$ cat src/rtl/racl_err_log_collector.sv
// racl_err_log_collector: consumer end of the RACL error-log interface.
// Buffers valid error records in a circular FIFO and hands them to a
// valid/ready reader. Records lost to a full FIFO set a sticky flag and
// bump a saturating drop counter.
// Optional feature: define RACL_LOG_TIMESTAMP_EN to store a 16-bit cycle
// timestamp with each entry (log_ts_o); otherwise log_ts_o is tied to 0.
module racl_err_log_collector #(
  parameter int DEPTH  = 4,
  parameter int DROP_W = 8
) (
  input  logic                     clk_i,
  input  logic                     rst_i,
  input  logic [33:0]              err_log_i,
  output logic                     log_valid_o,
  input  logic                     log_ready_i,
  output logic [31:0]              log_addr_o,
  output logic                     log_ovf_o,
  output logic [15:0]              log_ts_o,
  output logic [$clog2(DEPTH):0]   count_o,
  input  logic                     clr_i,
  output logic                     ovf_sticky_o,
  output logic [DROP_W-1:0]        drop_cnt_o,
  output logic                     irq_o
);

  localparam int AW = $clog2(DEPTH);
  localparam int CW = AW + 1;

  logic [31:0]       mem_addr [DEPTH];
  logic [DEPTH-1:0]  mem_ovf;
  logic [AW-1:0]     rd_ptr;
  logic [AW-1:0]     wr_ptr;
  logic [CW-1:0]     count;
  logic              ovf_sticky;
  logic [DROP_W-1:0] drop_cnt;

  logic              push_req;
  logic              pop;
  logic              push_ok;
  logic              drop;
  logic              full;

`ifdef RACL_LOG_TIMESTAMP_EN
  logic [15:0]       ts_cnt;
  logic [15:0]       mem_ts [DEPTH];
`endif

  // Handshake decode: a full FIFO still accepts a push when a pop frees the slot.
  always_comb begin
    push_req = err_log_i[1];
    full     = (count == CW'(DEPTH));
    pop      = 1'b0;
    push_ok  = 1'b0;
    drop     = 1'b0;
    if (count != {CW{1'b0}}) begin
      pop = log_ready_i;
    end else begin
      pop = 1'b0;
    end
    if (push_req) begin
      push_ok = !full || pop;
      drop    = full && !pop;
    end else begin
      push_ok = 1'b0;
      drop    = 1'b0;
    end
  end

  // Entry storage; contents need no reset because head outputs are gated by occupancy.
  always_ff @(posedge clk_i) begin
    if (!rst_i && push_ok) begin
      mem_addr[wr_ptr] <= err_log_i[33:2];
      mem_ovf[wr_ptr]  <= err_log_i[0];
`ifdef RACL_LOG_TIMESTAMP_EN
      mem_ts[wr_ptr]   <= ts_cnt;
`endif
    end
  end

  // Pointers wrap naturally (DEPTH is a power of two); occupancy tracked separately.
  always_ff @(posedge clk_i) begin
    if (rst_i) begin
      rd_ptr <= {AW{1'b0}};
      wr_ptr <= {AW{1'b0}};
      count  <= {CW{1'b0}};
    end else begin
      if (push_ok) begin
        wr_ptr <= wr_ptr + AW'(1);
      end
      if (pop) begin
        rd_ptr <= rd_ptr + AW'(1);
      end
      if (push_ok && !pop) begin
        count <= count + CW'(1);
      end else if (pop && !push_ok) begin
        count <= count - CW'(1);
      end
    end
  end

  // Loss tracking: a clear applies before a same-cycle drop or producer overflow.
  always_ff @(posedge clk_i) begin
    if (rst_i) begin
      ovf_sticky <= 1'b0;
      drop_cnt   <= {DROP_W{1'b0}};
    end else begin
      ovf_sticky <= (ovf_sticky && !clr_i) || drop || (push_req && err_log_i[0]);
      if (clr_i) begin
        drop_cnt <= drop ? DROP_W'(1) : {DROP_W{1'b0}};
      end else if (drop && (drop_cnt != {DROP_W{1'b1}})) begin
        drop_cnt <= drop_cnt + DROP_W'(1);
      end
    end
  end

`ifdef RACL_LOG_TIMESTAMP_EN
  // Free-running cycle counter sampled into each entry at its push edge.
  always_ff @(posedge clk_i) begin
    if (rst_i) begin
      ts_cnt <= 16'd0;
    end else begin
      ts_cnt <= ts_cnt + 16'd1;
    end
  end
`endif

  // Head and status outputs, all derived from registers only.
  always_comb begin
    log_valid_o  = (count != {CW{1'b0}});
    log_addr_o   = 32'd0;
    log_ovf_o    = 1'b0;
    log_ts_o     = 16'd0;
    if (log_valid_o) begin
      log_addr_o = mem_addr[rd_ptr];
      log_ovf_o  = mem_ovf[rd_ptr];
`ifdef RACL_LOG_TIMESTAMP_EN
      log_ts_o   = mem_ts[rd_ptr];
`else
      log_ts_o   = 16'd0;
`endif
    end else begin
      log_addr_o = 32'd0;
      log_ovf_o  = 1'b0;
      log_ts_o   = 16'd0;
    end
    count_o      = count;
    ovf_sticky_o = ovf_sticky;
    drop_cnt_o   = drop_cnt;
    irq_o        = log_valid_o | ovf_sticky;
  end

endmodule

$ cat config.mk
export PLATFORM = sky130hd
export DESIGN_NAME = racl_err_log_collector
export DESIGN_NICKNAME = d
export VERILOG_FILES = /design/src/rtl/racl_err_log_collector.sv
export SDC_FILE = /design/constraint.sdc
export NUM_CORES = 1
export LEC_CHECK = 0
export ABC_AREA = 1
export ABC_CLOCK_PERIOD_IN_PS = 3200
export CORE_MARGIN = 4
export CORE_UTILIZATION = 50
export DETAILED_ROUTE_END_ITERATION = 6
export GPL_ROUTABILITY_DRIVEN = 0
export MAX_ROUTING_LAYER = met4
export PLACE_DENSITY_LB_ADDON = 0.08
export SLEW_MARGIN = 15
export SYNTH_ARGS = -nofsm -noshare
export SYNTH_HDL_FRONTEND = slang
export SYNTH_SLANG_ARGS = --single-unit
$ cat constraint.sdc
create_clock -name clk_i -period 3.2 [get_ports clk_i]
set_input_delay 0.64 -clock clk_i [delete_from_list [all_inputs] [get_ports clk_i]]
set_output_delay 0.64 -clock clk_i [all_outputs]
set_load 0.005 [all_outputs]
==> flow_metrics.py, run 1 <==
metrics = {
    "sta": {
        "fin_worst_skew_ns": 0.007036,
        "timing.final.crit_share": 0.9115,
        "fin_setup_tns_ns": 0,
        "setup_viol": 0,
        "rsz0062_at_grt": "false",
        "hold_viol": 0,
        "max_freq_ghz": 0.3429,
        "slew_viol_final": 0,
        "worst_pin_slew_ns": 0.6875,
        "maxSlewHeadroom": 0.5410,
        "period_needed_ns": 2.917,
    },
    "critical_path": {
        "start_kind": "flip-flop",
        "criticalPathCategory": "flip-flop to primary output",
        "cp.arrival_ns": 2.28,
        "crit_fanout": 22,
        "end_kind": "primary output",
        "cp.required_ns": 2.56,
    },
    "finish": {
        "design_area_sq_um": 7854,
        "area_growth_pct": 25.69,
        "n_antenna_cell": 0,
        "final_common_cell": "nor2_1",
        "nets": 695,
        "drive_gt1_frac": 0.09050,
        "final_cell_mix": "nor2_1 (152), edfxtp_1 (132), clkdlybuf4s50_1 (84)",
    },
    "job": {
        "drv_cap": 0,
    },
    "routing": {
        "drt-total-wl_mm": 12.95,
        "ant_nets": 0,
        "num_vias": 4171,
        "wire_per_inst_um": 15.58,
        "wl_met1_mm": 5.521,
        "drc": 0,
        "detail_route.first_pass.iterations": 5,
        "viasPerCell": 5.019,
        "route.met2.wl_mm": 6.451,
        "dr_wl_met3_um": 899,
        "drt_iter0_drc": 253,
        "routed.top_layer": "met4",
    },
    "yosys": {
        "seq_area_frac_synth": 0.6920,
        "syn_area_per_cell_sq_um": 11.22,
        "ys.warnings.count": 0,
        "netlist_area_sq_um": 6248,
        "synthCells": 557,
        "synthDistinctLibCells": 32,
        "ys_seq_elements": 150,
    },
    "clocking": {
        "htree_levels": 4,
        "numCtsBuffers": 17,
        "path_clk_slew_ns": 0.06,
        "clk_latency_ns": 0.41,
        "cts_tree": "yes",
        "cts-resized-gates": 0,
        "cts_root_buf": "clkbuf_16",
        "clk_path_buf_depth": 2,
        "clock-sinks": 150,
        "hold_buffers": 0,
        "post_cts_buffers": 0,
    },
    "min_path": {
        "hold_path.class": "flip-flop to flip-flop",
    },
    "global_routing": {
        "grt_pass1_vias": 4146,
        "overflow": 0,
        "grt_pass1_wl_mm": 20.88,
        "antenna_found_initial": 0,
        "grt_max_degree": 39,
        "gr-usage-all-layers": 0.1934,
    },
    "power": {
        "vdd_drop_max_mv": 0.4472,
        "p_leak_nw": 2.764,
        "p_per_area_nw_per_um2": 748.4,
    },
    "place": {
        "port_buffers": 84,
        "dp_hpwl_mm": 8.117,
        "placed_area_sq_um": 7284,
    },
    "floorplanning": {
        "die_h_um": 119.8,
        "boundaryPins": 101,
        "die-area_sq_um": 14350,
        "core-area_sq_um": 12110,
        "fp.dieW_um": 119.8,
        "initial_core_util": 0.5159,
        "rows": 40,
    },
    "outcome": {
        "status": "complete, no violations",
    },
}
==> registers in the layout, indices dropped and copies added (netlist names), named ones only <==
name / flops
mem_ovf: 4
drop_cnt_o: 8
count_o: 3
wr_ptr: 2
ovf_sticky_o: 1
rd_ptr: 2
mem_addr: 128
==> worst max-delay path, cell delays in order (launching register included) <==
cell and delay [ns]:
dfxtp_1 0.37, inv_1 0.12, nand2_1 0.09, nor2_4 0.35, buf_12 0.23, inv_1 0.06
or2_1 0.20, clkdlybuf4s50_1 0.45
==> cells in the mapped netlist, drive strengths merged <==
cell,n,share of area
nor2,160,0.099
edfxtp,132,0.63
o21ai,69,0.055
a21oi,43,0.037
nand2,33,0.023
buf,31,0.031
inv,29,0.017
dfxtp,18,0.058
clkbuf,9,0.0054
nand3,8,0.0064
ha,6,0.012
nor3,4,0.0032
a211oi,2,0.0024
nand4,2,0.0020
nor3b,2,0.0024
o21bai,2,0.0024
or2,2,0.0020
a31oi,1,0.0010
clkinv,1,0.00060
conb,1,0.00060
fa,1,0.0032
o21a,1,0.0012
==> routing by layer <==
layer,vias to the layer above,global-route usage
met5,-,-
met4,0,0.06228
met3,6,0.04571
met2,131,0.3097
met1,1964,0.2463
li1,2070,-
==> where the power goes <==
group / total, mW / internal [mW] / switching, mW
Sequential: 2.30 / 2.24 / 0.0577
Combinational: 1.67 / 0.815 / 0.855
Clock: 1.91 / 1.20 / 0.708
==> path summary, 6_finish.rpt <==
kind / startpoint / end / slack (ns) / cells past startpoint
worst max register to register: count_o[0] / count_o[2] / 0.77 / 13
worst min-delay path: ovf_sticky_o / ovf_sticky_o / 0.51 / 2
worst min register to register: ovf_sticky_o / ovf_sticky_o / 0.51 / 2
worst max-delay path: count_o[0] / irq_o / 0.28 / 7
==> metrics by stage <==
stage,power [mW],hold WS (ns),instances,setup WS (ns),util
floorplan,3.126,0.4794,572,0.2122,-
global placement,4.008,0.4943,799,0.5327,0.6014
detailed placement,4.029,0.5046,799,0.5174,0.6014
CTS,5.943,0.5142,831,0.04778,0.6485
global route,6.184,0.5427,831,0.1501,0.6485
finish,5.878,0.5070,831,0.2833,0.6485
==> area by class of cell <==
cell class              count  area, sq um
clock buffers              18        429.2
clock inverters            14        140.1
multi-input cells         352         1670
well taps                 168        210.2
flip-flops and latches    150         4325
fillers                   972         4258
repair buffers             99        965.9
inverters                  30        112.6
==> logic make-up (layout without fill, tap and decap cells) <==
logic type               count (synthesis)  count (layout)  synth area share
AND/OR/NAND/NOR                        211             211            0.1380
flip-flops                             150             150            0.6920
AO/OA/AOI/OAI                          118             118           0.09972
buffers and inverters                   70             161           0.05446
adder cells (fa/ha/maj)                  7               7           0.01522
other                                    1              16         0.0006001
No activity file was read; power rests on OpenSTA's default activity.
==> inputs of run 2 (changes only) <==
==> constraint.sdc (replaced) <==
create_clock -name clk_i -period 3.2 [get_ports clk_i]
set_input_delay 0.48 -clock clk_i [delete_from_list [all_inputs] [get_ports clk_i]]
set_output_delay 0.48 -clock clk_i [all_outputs]
set_load 0.005 [all_outputs]
==> flow_metrics.py, run 2 (same netlist as run 1, synthesis figures left out) <==
metrics = {
    "finish": {
        "final_common_cell": "nor2_1",
        "nets": 692,
        "multi_input_comb_area_sq_um": 1670,
        "n_antenna_cell": 0,
        "drive_gt1_frac": 0.09091,
        "design_area_sq_um": 7923,
        "n_fill_cell": 951,
        "final_cells": 828,
        "seq_area_sq_um": 4325,
        "final_cell_mix": "nor2_1 (152), edfxtp_1 (132), clkdlybuf4s50_1 (84)",
        "area_growth_pct": 26.79,
        "largest_reg_flops": 128,
        "regMostFlops": "mem_addr",
    },
    "min_path": {
        "hold_path.class": "flip-flop to flip-flop",
        "whs_endpoint": "ovf_sticky_o",
        "holdPathStages": 2,
        "hp-start": "ovf_sticky_o",
    },
    "routing": {
        "num_vias": 4166,
        "drt-total-wl_mm": 13.18,
        "drt_iter0_drc": 260,
        "wire_per_inst_um": 15.92,
        "detail_route.first_pass.iterations": 4,
        "viasPerCell": 5.031,
        "ant_nets": 0,
        "drc": 0,
    },
    "critical_path": {
        "slowest_stage": "clkinvlp_4",
        "r2r_slack_ns": 0.81,
        "cp.required_ns": 2.72,
        "criticalPathCategory": "flip-flop to primary output",
        "reg2reg_from": "count_o[0]",
        "path_cells": "clkinvlp_4 > nor2_1 > o21ai_0 > a21oi_1 > clkdlybuf4s50_1",
        "ff2ff_path_depth": 12,
        "cp.arrival_ns": 2.49,
        "max_stage_delay_ns": 0.56,
        "end_kind": "primary output",
        "crit_fanout": 32,
        "start_kind": "flip-flop",
        "r2r_end": "count_o[2]",
    },
    "clocking": {
        "hold_buffers": 0,
        "htree_levels": 4,
        "numCtsBuffers": 17,
        "clock-sinks": 150,
        "clk_latency_ns": 0.42,
        "cts_root_buf": "clkbuf_16",
        "cts_tree": "yes",
        "clk_path_buf_depth": 2,
        "post_cts_buffers": 0,
        "path_clk_slew_ns": 0.05,
    },
    "sta": {
        "timing.final.crit_share": 0.9286,
        "holdWs_ns": 0.5048,
        "maxSlewHeadroom": 0.5536,
        "fin_worst_skew_ns": 0.007913,
        "hold_viol": 0,
        "fin_setup_tns_ns": 0,
        "rsz0062_at_grt": "false",
        "worst_pin_slew_ns": 0.6682,
        "period_needed_ns": 2.971,
        "max_freq_ghz": 0.3365,
        "setup_viol": 0,
        "slew_viol_final": 0,
    },
    "floorplanning": {
        "die_h_um": 119.8,
        "rows": 40,
        "boundaryPins": 101,
        "fp.dieW_um": 119.8,
        "die-area_sq_um": 14350,
        "initial_core_util": 0.5159,
        "core-area_sq_um": 12110,
    },
    "place": {
        "dp.cells": 796,
        "dp_hpwl_mm": 7.970,
        "port_buffers": 84,
        "placed_area_sq_um": 7300,
    },
    "global_routing": {
        "gr-usage-all-layers": 0.1940,
        "overflow": 0,
        "antenna_found_initial": 0,
        "grt_max_degree": 41,
        "grt_pass1_vias": 4133,
        "grt_pass1_wl_mm": 20.90,
    },
    "power": {
        "vdd_drop_max_mv": 0.4501,
        "p_leak_nw": 2.779,
        "power_mw": 6.045,
        "p_per_area_nw_per_um2": 763.0,
    },
    "job": {
        "drv_cap": 0,
    },
    "outcome": {
        "status": "complete, no violations",
    },
}
[run 2: cell types whose count changed in the layout (fill, tap and decap cells not counted), sizes merged]
cell	delta
bufinv	+1
clkbuf	+5
buf	-3
clkinv	-6
inv	-1
clkinvlp	+1
[run 2: power breakdown]
| part | internal, mW | total [mW] | switching (mW) |
|---|---|---|---|
| logic | 0.816 | 1.68 | 0.867 |
| registers | 2.24 | 2.29 | 0.0534 |
| clock network | 1.34 | 2.07 | 0.725 |
[run 2: how the worst max path moves through the flow]
| stage | start | end | slack (ns) |
|---|---|---|---|
| after floorplan | log_ready_i | mem_addr[0][0] | 0.37 |
| after global placement | log_ready_i | mem_addr[3][9] | 0.68 |
| after detailed placement | log_ready_i | mem_addr[3][9] | 0.65 |
| after CTS | flip-flop | log_addr_o[4] | 0.21 |
| after global routing | flip-flop | log_addr_o[4] | 0.02 |
| final | flip-flop | log_addr_o[31] | 0.23 |
[run 2: worst max-delay path, delay by kind of cell (launching register included)]
family,cells,cell delay (ns)
flip-flops,1,0.37
AO/OA/AOI/OAI,2,0.32
buffers and inverters,2,1.12
AND/OR/NAND/NOR,1,0.27
[run 2: cell type report]
class,count,area share
Timing Repair Buffer,96,0.1238
Clock buffer,23,0.05907
Sequential cell,150,0.5460
Inverter,30,0.01469
Multi-Input combinational cell,352,0.2108
Clock inverter,9,0.01911
Tap cell,168,0.02653
[run 2: routing by layer]
metal	GRT usage	part of all wire	vias to the layer above
met5	-	0	-
met4	0.07516	0.016	0
met3	0.04948	0.068	20
met2	0.3012	0.49	127
met1	0.2474	0.43	1952
li1	-	-	2067
[run 2: through the flow]
step           setup WS, ns    util
2_1_floorplan        0.3722       -
3_3_place_gp         0.6816  0.6027
3_5_place_dp         0.6529  0.6027
4_1_cts              0.2126  0.6538
5_1_grt             0.02165  0.6541
6_report             0.2285  0.6541
[run 2: what timing repair did]
action	in CTS	in global routing
endpoints found under the setup margin	0	32
gates resized for setup	0	1
endpoints found under the hold margin	0	0
==> inputs of run 3 (changes only) <==
--- a/config.mk
+++ b/config.mk
@@ -11,8 +11,10 @@
 export CORE_UTILIZATION = 50
 export DETAILED_ROUTE_END_ITERATION = 6
 export GPL_ROUTABILITY_DRIVEN = 0
+export HOLD_SLACK_MARGIN = 0.05
 export MAX_ROUTING_LAYER = met4
 export PLACE_DENSITY_LB_ADDON = 0.08
+export RECOVER_POWER = 100
 export SLEW_MARGIN = 15
 export SYNTH_ARGS = -nofsm -noshare
 export SYNTH_HDL_FRONTEND = slang
==> flow_metrics.py, run 3 (same netlist as run 1, synthesis figures left out) <==
metrics = {
    "floorplanning": {
        "core-area_sq_um": 12110,
        "rows": 40,
        "boundaryPins": 101,
        "fp.dieW_um": 119.8,
        "die-area_sq_um": 14350,
        "die_h_um": 119.8,
        "initial_core_util": 0.5159,
    },
    "sta": {
        "timing.final.crit_share": 0.9474,
        "hold_viol": 0,
        "fin_setup_tns_ns": 0,
        "worst_pin_slew_ns": 1.301,
        "maxSlewHeadroom": 0.1324,
        "fin_worst_skew_ns": 0.005706,
        "max_freq_ghz": 0.3298,
        "worst_slack_ns": 0.1683,
        "slew_viol_final": 0,
        "rsz0062_at_grt": "false",
        "period_needed_ns": 3.032,
        "setup_viol": 0,
    },
    "clocking": {
        "numCtsBuffers": 17,
        "cts_root_buf": "clkbuf_16",
        "path_clk_slew_ns": 0.06,
        "clk_path_buf_depth": 2,
        "clock-sinks": 150,
        "htree_levels": 4,
        "post_cts_buffers": 0,
        "clk_latency_ns": 0.42,
        "cts_tree": "yes",
    },
    "routing": {
        "drt-total-wl_mm": 13.22,
        "wire_per_inst_um": 15.97,
        "ant_nets": 0,
        "viasPerCell": 5.082,
        "drc": 0,
        "drt_iter0_drc": 258,
        "detail_route.first_pass.iterations": 7,
        "num_vias": 4208,
    },
    "finish": {
        "n_antenna_cell": 0,
        "area_growth_pct": 25.45,
        "nets": 692,
        "final_common_cell": "nor2_1",
        "regMostFlops": "mem_addr",
        "multi_input_comb_area_sq_um": 1624,
        "n_fill_cell": 970,
        "final_cell_mix": "nor2_1 (157), edfxtp_1 (132), dlygate4sd3_1 (78)",
        "seq_area_sq_um": 4325,
        "largest_reg_flops": 128,
        "design_area_sq_um": 7839,
        "drive_gt1_frac": 0.07273,
    },
    "critical_path": {
        "worst-path-buf-inv": 2,
        "start_kind": "flip-flop",
        "endpoint": "log_addr_o[31]",
        "ff2ff_path_depth": 6,
        "crit_fanout": 32,
        "path_delay_family": "buffers and inverters",
        "end_kind": "primary output",
        "path_cells": "clkinvlp_4 > nor2_1 > o21ai_0 > a21oi_1 > dlygate4sd3_1",
        "r2r_end": "mem_addr[1][25]",
        "cp.arrival_ns": 2.55,
        "r2r_slack_ns": 0.45,
        "reg2reg_from": "count_o[0]",
        "cp.depth": 5,
        "max_stage_delay_ns": 0.62,
        "criticalPathCategory": "flip-flop to primary output",
        "cp.required_ns": 2.72,
        "slowest_stage": "dlygate4sd3_1",
    },
    "power": {
        "p_leak_nw": 2.851,
        "vdd_drop_max_mv": 0.4182,
        "p_per_area_nw_per_um2": 755.0,
        "power_mw": 5.918,
    },
    "global_routing": {
        "grt_pass1_wl_mm": 20.90,
        "grt_max_degree": 41,
        "overflow": 0,
        "antenna_found_initial": 0,
        "gr-usage-all-layers": 0.1940,
        "grt_pass1_vias": 4133,
    },
    "place": {
        "dpl_worst_slack_ns": 0.6529,
        "port_buffers": 84,
        "dp_hpwl_mm": 7.970,
        "placed_area_sq_um": 7300,
    },
    "job": {
        "drv_cap": 0,
    },
    "min_path": {
        "hold_path.class": "flip-flop to flip-flop",
    },
    "outcome": {
        "status": "complete, no violations",
    },
}
==> run 3: changes by cell type in the layout (fill, tap and decap cells not counted), sizes merged <==
cell	previous run	this run
buf	12	8
dlygate4sd3	0	78
clkbuf	23	27
clkdlybuf4s50	84	6
==> run 3: cell type report <==
cell class,count,share of cell area
Sequential cell,150,0.5518
Multi-Input combinational cell,352,0.2072
Timing Repair Buffer,96,0.1204
Clock buffer,23,0.05970
Tap cell,168,0.02682
Clock inverter,9,0.01931
Inverter,30,0.01484
==> run 3: worst reg2reg max path, cell delays in order (launching register included) <==
cell	delay, ns
dfxtp_1	0.40
nor2_1	0.10
nand2_2	0.10
nand2_1	0.11
or2_0	0.32
nor2_1	0.56
clkbuf_2	0.77
==> run 3: routing by layer <==
layer / GRT usage / up-vias / routed length, um
li1: - / 2066 / -
met1: 0.2474 / 1986 / 5975
met2: 0.3012 / 135 / 6369
met3: 0.04948 / 21 / 651
met4: 0.07516 / 0 / 225
met5: - / - / 0
==> run 3: worst min path at each step <==
stage | start | endpoint | slack, ns | depth (start not counted)
global placement | ovf_sticky_o | ovf_sticky_o | 0.50 | 2
finish | ovf_sticky_o | ovf_sticky_o | 0.50 | 2
global route | ovf_sticky_o | ovf_sticky_o | 0.54 | 2
CTS | ovf_sticky_o | ovf_sticky_o | 0.51 | 2
floorplan | wr_ptr[0] | wr_ptr[0] | 0.48 | 2
detailed placement | ovf_sticky_o | ovf_sticky_o | 0.50 | 2
==> run 3: metrics by stage <==
step                        util  hold slack (ns)  cells
after global placement    0.6027           0.4954    796
after global routing      0.6472           0.5376    828
after floorplan                -           0.4794    572
after detailed placement  0.6027           0.5036    796
after CTS                 0.6538           0.5129    828
final                     0.6472           0.5028    828
==> run 3: timing repair <==
action,CTS,global route
endpoints found under the hold margin,0,0
gates resized for setup,0,1
endpoints found under the setup margin,0,32
hold buffers,0,0
==> run 3: where the power goes <==
part	total, mW	internal (mW)	switching, mW
Sequential	2.29	2.24	0.0515
Clock	2.07	1.34	0.728
Combinational	1.55	0.701	0.852
Total	5.92	4.29	1.63
